<file path="src/rtl/sort_ram_dp.sv">
// Dual-port working memory for the sorting datapath: port A read/write, port B read-only,
// both with registered reads, plus a sequential clear engine and an atomic two-location swap.
//
// state  | meaning
// -------+-------------------------------------------------------------
// CLEAR  | writing 0 to mem[ptr], one location per cycle; busy=1
// IDLE   | accepting clr_req > swp_req > a_we; busy=0
// SWP_W0 | writing tmp1 into mem[swp_a0]; busy=1
// SWP_W1 | writing tmp0 into mem[swp_a1]; busy=1, swp_done follows
module sort_ram_dp #(
    parameter int ADDR_WIDTH    = 3,
    parameter int DATA_WIDTH    = 16,
    parameter int INIT_ON_RESET = 1
) (
    input  logic                  clk,
    input  logic                  rst,
    input  logic                  clr_req,
    output logic                  busy,
    input  logic                  a_we,
    input  logic [ADDR_WIDTH-1:0] a_addr,
    input  logic [DATA_WIDTH-1:0] a_din,
    output logic [DATA_WIDTH-1:0] a_dout,
    input  logic [ADDR_WIDTH-1:0] b_addr,
    output logic [DATA_WIDTH-1:0] b_dout,
    input  logic                  swp_req,
    input  logic [ADDR_WIDTH-1:0] swp_addr0,
    input  logic [ADDR_WIDTH-1:0] swp_addr1,
    output logic                  swp_done
);

    localparam int                    DEPTH    = 1 << ADDR_WIDTH;
    localparam logic [ADDR_WIDTH-1:0] PTR_LAST = '1;

    typedef enum logic [1:0] {
        ST_CLEAR  = 2'd0,
        ST_IDLE   = 2'd1,
        ST_SWP_W0 = 2'd2,
        ST_SWP_W1 = 2'd3
    } state_t;

    state_t                state;
    state_t                next_state;
    logic [DATA_WIDTH-1:0] mem [DEPTH];
    logic [ADDR_WIDTH-1:0] ptr;
    logic [ADDR_WIDTH-1:0] swp_a0;
    logic [ADDR_WIDTH-1:0] swp_a1;
    logic [DATA_WIDTH-1:0] tmp0;
    logic [DATA_WIDTH-1:0] tmp1;

    logic                  mem_we;
    logic [ADDR_WIDTH-1:0] mem_waddr;
    logic [DATA_WIDTH-1:0] mem_wdata;
    logic                  clr_accept;
    logic                  swp_accept;

    always_ff @(posedge clk) begin
        if (!rst) begin
            state <= (INIT_ON_RESET != 0) ? ST_CLEAR : ST_IDLE;
        end else begin
            state <= next_state;
        end
    end

    always_comb begin
        next_state = state;
        case (state)
            ST_CLEAR: begin
                if (ptr == PTR_LAST) begin
                    next_state = ST_IDLE;
                end
            end
            ST_IDLE: begin
                if (clr_req) begin
                    next_state = ST_CLEAR;
                end else if (swp_req) begin
                    next_state = ST_SWP_W0;
                end
            end
            ST_SWP_W0: next_state = ST_SWP_W1;
            ST_SWP_W1: next_state = ST_IDLE;
            default:   next_state = ST_IDLE;
        endcase
    end

    // All memory writes funnel through one port; the FSM picks the source.
    always_comb begin
        busy       = 1'b1;
        mem_we     = 1'b0;
        mem_waddr  = a_addr;
        mem_wdata  = a_din;
        clr_accept = 1'b0;
        swp_accept = 1'b0;
        case (state)
            ST_CLEAR: begin
                mem_we    = 1'b1;
                mem_waddr = ptr;
                mem_wdata = '0;
            end
            ST_IDLE: begin
                busy       = 1'b0;
                clr_accept = clr_req;
                swp_accept = swp_req && !clr_req;
                mem_we     = a_we && !clr_req && !swp_req;
            end
            ST_SWP_W0: begin
                mem_we    = 1'b1;
                mem_waddr = swp_a0;
                mem_wdata = tmp1;
            end
            ST_SWP_W1: begin
                mem_we    = 1'b1;
                mem_waddr = swp_a1;
                mem_wdata = tmp0;
            end
            default: begin
                busy = 1'b1;
            end
        endcase
    end

    // Gating on rst keeps a reset edge from landing half of an in-flight swap.
    always_ff @(posedge clk) begin
        if (rst && mem_we) begin
            mem[mem_waddr] <= mem_wdata;
        end
    end

    always_ff @(posedge clk) begin
        if (!rst) begin
            a_dout   <= '0;
            b_dout   <= '0;
            swp_done <= 1'b0;
            ptr      <= '0;
        end else begin
            a_dout   <= mem[a_addr];
            b_dout   <= mem[b_addr];
            swp_done <= (state == ST_SWP_W1);
            if (state == ST_CLEAR) begin
                ptr <= ptr + ADDR_WIDTH'(1);
            end else if (clr_accept) begin
                ptr <= '0;
            end
        end
    end

    always_ff @(posedge clk) begin
        if (swp_accept) begin
            swp_a0 <= swp_addr0;
            swp_a1 <= swp_addr1;
            tmp0   <= mem[swp_addr0];
            tmp1   <= mem[swp_addr1];
        end
    end

endmodule

</file>
<file path="config.mk">
export PLATFORM = sky130hd
export DESIGN_NAME = sort_ram_dp
export DESIGN_NICKNAME = d
export VERILOG_FILES = /design/src/rtl/sort_ram_dp.sv
export SDC_FILE = /design/constraint.sdc
export NUM_CORES = 1
export LEC_CHECK = 0
export CAP_MARGIN = 20
export CORE_MARGIN = 5
export CORE_UTILIZATION = 50
export CTS_CLUSTER_DIAMETER = 100
export DETAILED_ROUTE_END_ITERATION = 8
export GPL_TIMING_DRIVEN = 0
export PLACE_DENSITY = 0.82
export RECOVER_POWER = 50
export SLEW_MARGIN = 20
export SYNTH_ARGS = -nofsm -noshare
export SYNTH_HDL_FRONTEND = slang
export SYNTH_SLANG_ARGS = --single-unit
</file>
<file path="constraint.sdc">
create_clock -name clk -period 2.38 [get_ports clk]
set_input_delay 0.476 -clock clk [delete_from_list [all_inputs] [get_ports clk]]
set_output_delay 0.476 -clock clk [all_outputs]
set_load 0.01 [all_outputs]
</file>
After elaboration in Yosys (flattened, before gate mapping)
Memory sizes are Yosys's and may differ from the RTL's. A register that Yosys moved wholly into a read port is not among the register bits.
Index checks and enable logic that the tools add are counted.
{"block": "op_classes", "add_sub_neg": 1, "eq_ne": 6, "n_mux": 14, "reduce_logical": 12}
{"cell": "16-bit one-hot mux with 3 select lines", "count": 1}
{"cell": "3-bit one-hot mux with 3 select lines", "count": 1}
{"cell": "2-bit one-hot mux with 4 select lines", "count": 1}
{"cell": "2-bit 2-to-1 mux", "count": 3}
{"cell": "3-bit 2-to-1 mux", "count": 2}
{"cell": "1-bit 2-to-1 mux", "count": 5}
{"cell": "2-bit == test, second input constant", "count": 2}
{"cell": "1-bit logical AND", "count": 4}
{"cell": "1-bit logical NOT", "count": 4}
{"cell": "3-bit by 1-bit adder with 3-bit output, second input constant", "count": 1}
{"cell": "3-bit == test, second input constant", "count": 1}
{"cell": "3-bit inequality test, second input constant", "count": 1}
{"cell": "3-bit OR reduction", "count": 1}
{"cell": "2-bit by 1-bit == test with 1-bit output, second input constant", "count": 1}
{"cell": "2-bit logical NOT", "count": 1}
{"cell": "2-bit inequality test, second input constant", "count": 1}
{"cell": "1-bit one-hot mux with 2 select lines", "count": 1}
{"cell": "2-bit AND reduction", "count": 1}
{"cell": "2-bit nonzero test", "count": 1}
{"block": "word_totals", "register_bits": 12, "ram_bits": 128, "input_bits": 33, "out_inout_bits": 34, "word_cells": 39, "mem_count": 1}
{"memory": "mem", "words": 8, "width": 16, "rd": 4, "rd_clocked_by_memory_dff": 4, "wr": 1, "line_no": "43", "text": "logic [DATA_WIDTH-1:0] mem [DEPTH];"}

Longest topological paths before layout
{"block": "logic_depth", "word_depth": 7, "mapped_depth": 7, "mapped_depth_nobuf": 6}

Worst setup path before layout
Ideal clock, no wire load.
{"block": "synth_path", "path_kind": "register to register", "start": "reg state[0]", "end": "mem mem[0][0], enable pin", "setup_ns": 0.388, "t_arrival_ns": 2.146, "required_time_ns": 1.992, "setup_slack_ns": -0.155, "stages_incl_launch_ff": 8, "n_path_buf": 1, "period_less_slack_ns": 2.535, "cell_sequence": "dfxtp_1 inv_1 ha_1 clkbuf_1 a222oi_1 mux2i_1 nand2b_1 nor2_1"}
{"block": "synth_between", "elab_chain_cells": 6, "word_cells_on_any_way": 10, "cone_classes": "eq/ne (3); mux (4); reduce/logical (3)"}
{"item": "start: declaration", "line_no": "41", "text": "state_t state;"}
{"item": "start signal: assignment", "line_no": "58", "text": "state <= (INIT_ON_RESET != 0) ? ST_CLEAR : ST_IDLE;"}
{"item": "start signal: assignment", "line_no": "60", "text": "state <= next_state;"}
{"item": "2-bit == test / 2-bit logical NOT (equally long branches)", "line_no": "93", "text": "case (state)"}
{"item": "3-bit OR reduction (no line)"}
{"item": "1-bit one-hot mux with 2 select lines", "line_no": "93"}
{"item": "1-bit logical AND", "line_no": "123", "text": "if (rst && mem_we) begin"}
{"item": "1-bit 2-to-1 mux", "line_no": "123"}
{"item": "1-bit 2-to-1 mux (implied by the code)", "line_no": "124", "text": "mem[mem_waddr] <= mem_wdata;"}
{"item": "end: declaration", "line_no": "43"}
Several ways; a longest one is shown, not always the timed one.

==> summary.txt <==
IO Pins: 67
Via count: 6988
Avg WL per Cell: 31.7 um
CP Capture Type: register
CP max stage cell: clkbuf_1
Row count: 53
Post-Synthesis Mean Instance Area: 17.5 sq um
DRT antenna net count: 0
Post-DP Area: 11700 sq um
Main combinational cell family by area after synthesis: multiplexers
VDD IR-drop max: 0.592 mV
Failing checks: setup timing
H-tree levels: 1
Crit Path Class: in -> reg
Full die area: 24300 sq um
Gpl congestion: 0.926
CP arrival: 2770 ps
Mux share of post-synthesis cell area: 34.1%
Top routing layer in use: met4
Final min period: 2390 ps
Compound-Gate Fraction of Synth Area: 4.09%
# setup viols final: 9
Die Width: 156 um
Max_cap viols: 0
Vias in the first global route: 7119
Startpoint types: input pin
Initial drt markers: 1247
Via density: 6.98
Pwr Total: 11900 uW
Clock Tree Buf Depth: 3
Rel. slew slack: 22.1%
Least-Margin Pin Slew: 1170 ps
CTS Root Buffer Type: clkbuf_16
Met3 wire length: 4.62 mm
Largest net degree at the start of global routing: 21
Xor/xnor share of the synthesized area: 0%
Placeable Area: 21000 sq um
Register area share after synthesis: 54.0%
Met2 WL: 15.2 mm
M1 WL: 10.2 mm
GR Util All Layers: 26.1%
Drt drc: 0
Initial Util: 50.7%
Mapped Cells: 607
Simple-Gate Fraction of Synth Area: 4.12%
WP data required: 2760 ps
Final setup margin: -8.07 ps
Worst hold slack: 466 ps
Area delta synth->final: 20.4%
CTS tree: built
Worst path buffer plus inverter count: 2
Layout Nets: 750
Post-synthesis register bit count: 204
Final count of hold timing violations: 0
Status: finished with violations
Worst clock skew: 17.5 ps
TritonCTS Buffers: 22
First-pass GRT wire length: 46.0 mm
Final Instance Area: 12800 sq um
Port bufs: 61
Maximum clock rate: 0.419 GHz
Synth area leader: edfxtp_1
Final Cycle Share: 100%
Top post-synthesis cells by area: edfxtp_1 (47%), mux4_2 (15%), mux4_1 (14%)
CP peak stage delay: 890 ps
First-pass DRT Iterations: 8
Synth unique cells: 32
Syn Std Cell Area: 10600 sq um
Path category of the worst min-delay check: in -> reg
Clock sinks: 204
Total power per unit cell area: 931 nW/um^2
Synthesized net count: 647
Hpwl dp: 19.0 mm
ANT cells: 0
Family with the most delay on the worst path: buffers and inverters
Initial antenna violation count: 0
Fraction of layout cells with a size suffix above 1: 28.0%
Worst-path clk slew: 60 ps
Post-Synth Adder-Cell Area: 0.822%
CP Max Fanout: 10
GR Overflow Total: 0
Die height: 156 um
Crit path cell chain: clkdlybuf4s50_1 > clkbuf_1 > mux4_2 > mux2i_1 > nor2b_1
DP Cell Count: 944
Number of flops mapped to enable cells by yosys: 166
Post-synthesis async set-or-reset flop share: 0%
Fill count: 1413
Post-synth top flop: edfxtp_1
Clk_lat worst skew: 510 ps
Synth Warn #: 0
Leakage: 0.00452 uW
Post-Route WL: 31.7 mm
Pins Over Slew Limit: 0
Synth top area share: 46.8%
Fin cells: 1001
synth_stat cells, drive strengths merged (3+ instances only):
| library cell | number |
|---|---|
| a21boi | 19 |
| a21oi | 3 |
| a22oi | 16 |
| buf | 31 |
| clkbuf | 20 |
| dfxtp | 38 |
| edfxtp | 166 |
| ha | 7 |
| inv | 5 |
| mux2 | 32 |
| mux2i | 18 |
| mux4 | 128 |
| nand2 | 60 |
| nand3b | 3 |
| nor2 | 10 |
| nor2b | 18 |
| o21ai | 19 |
final timing paths:
kind | cells after the start | start | to | slack (ps)
setup / recovery | 5 | b_addr[2] | b_dout[3] | -8
hold / removal | 3 | a_addr[2] | a_dout[0] | 470
setup reg to reg | 7 | state[0] | mem[7][5] | -8
hold reg to reg | 2 | ptr[1] | ptr[1] | 540
per-stage QoR:
step | setup TNS (ps) | utilization [%] | setup WS, ps
after floorplan | -9910 | - | -155
after global placement | -251780 | 55.2 | -1400
after detailed placement | -149040 | 55.6 | -666
after CTS | 0 | 60.9 | 8.63
after global routing | -118 | 61.0 | -15.7
final | -36.5 | 61.0 | -8.07
cells in the final DEF, fill, tap and decap left out, types with 5 or more instances in the layout:
cell,netlist,final
edfxtp_1,166,166
mux4_2,72,72
nand2_1,60,59
mux4_1,56,56
dlygate4sd3_1,0,38
dfxtp_1,38,37
mux2_2,32,32
clkbuf_16,0,23
clkdlybuf4s50_1,0,23
clkbuf_1,18,19
a21boi_0,19,19
mux2i_1,18,18
nor2b_1,18,18
a22oi_1,16,16
o21ai_1,0,14
buf_4,6,13
buf_12,0,10
buf_6,8,8
nor2_4,0,8
clkbuf_2,2,7
buf_2,7,7
bufinv_16,0,7
ha_1,7,6
inv_1,5,5
o21ai_0,19,5
clkinv_2,0,5
cells by family after synthesis:
| family | count (synthesis) |
|---|---|
| AO/OA/AOI/OAI | 64 |
| adder cells (fa/ha/maj) | 7 |
| buffers and inverters | 57 |
| flip-flops | 204 |
| multiplexers | 178 |
| AND/OR/NAND/NOR | 97 |
where the power goes:
part	internal [uW]	switching [uW]
Clock	2550	1430
Sequential	4610	393
Combinational	1430	1530
Total	8590	3360
worst min-delay path, cell delays in order:
cell	delay, ps
clkbuf_1	250
nand2_1	130
a21boi_0	70
layout make-up:
| cell class | count | area, sq um | area share (%) |
|---|---|---|---|
| Sequential cell | 204 | 5750 | 44.8 |
| Clock inverter | 16 | 263 | 2.05 |
| Timing Repair Buffer | 80 | 898 | 7.01 |
| Clock buffer | 24 | 589 | 4.60 |
| Multi-Input combinational cell | 346 | 4670 | 36.4 |
| Tap cell | 275 | 344 | 2.68 |
| Buffer | 50 | 288 | 2.24 |
| Inverter | 6 | 22.5 | 0.176 |
routing by layer:
metal / GRT usage [%] / up-vias
met5: 0 / -
met4: 12.7 / 0
met3: 7.21 / 135
met2: 42.4 / 654
met1: 32.7 / 3440
li1: - / 2759
state kept, by name, summed over array words and instances, names as in the netlist:
signal,cells
ptr,3
swp_a1,3
b_dout,16
swp_a0,3
a_dout,16
swp_done,1
tmp0,16
mem,128
tmp1,16
state,2
repair_timing:
item                                    in CTS  in global routing
gates resized for setup                     19                 10
endpoints found under the hold margin        0                  0
endpoints found under the setup margin     256                249
hold buffers                                 0                  0
pin swaps                                    9                  2
setup buffers                               17                  1
No activity file was read; power rests on OpenSTA's default activity.
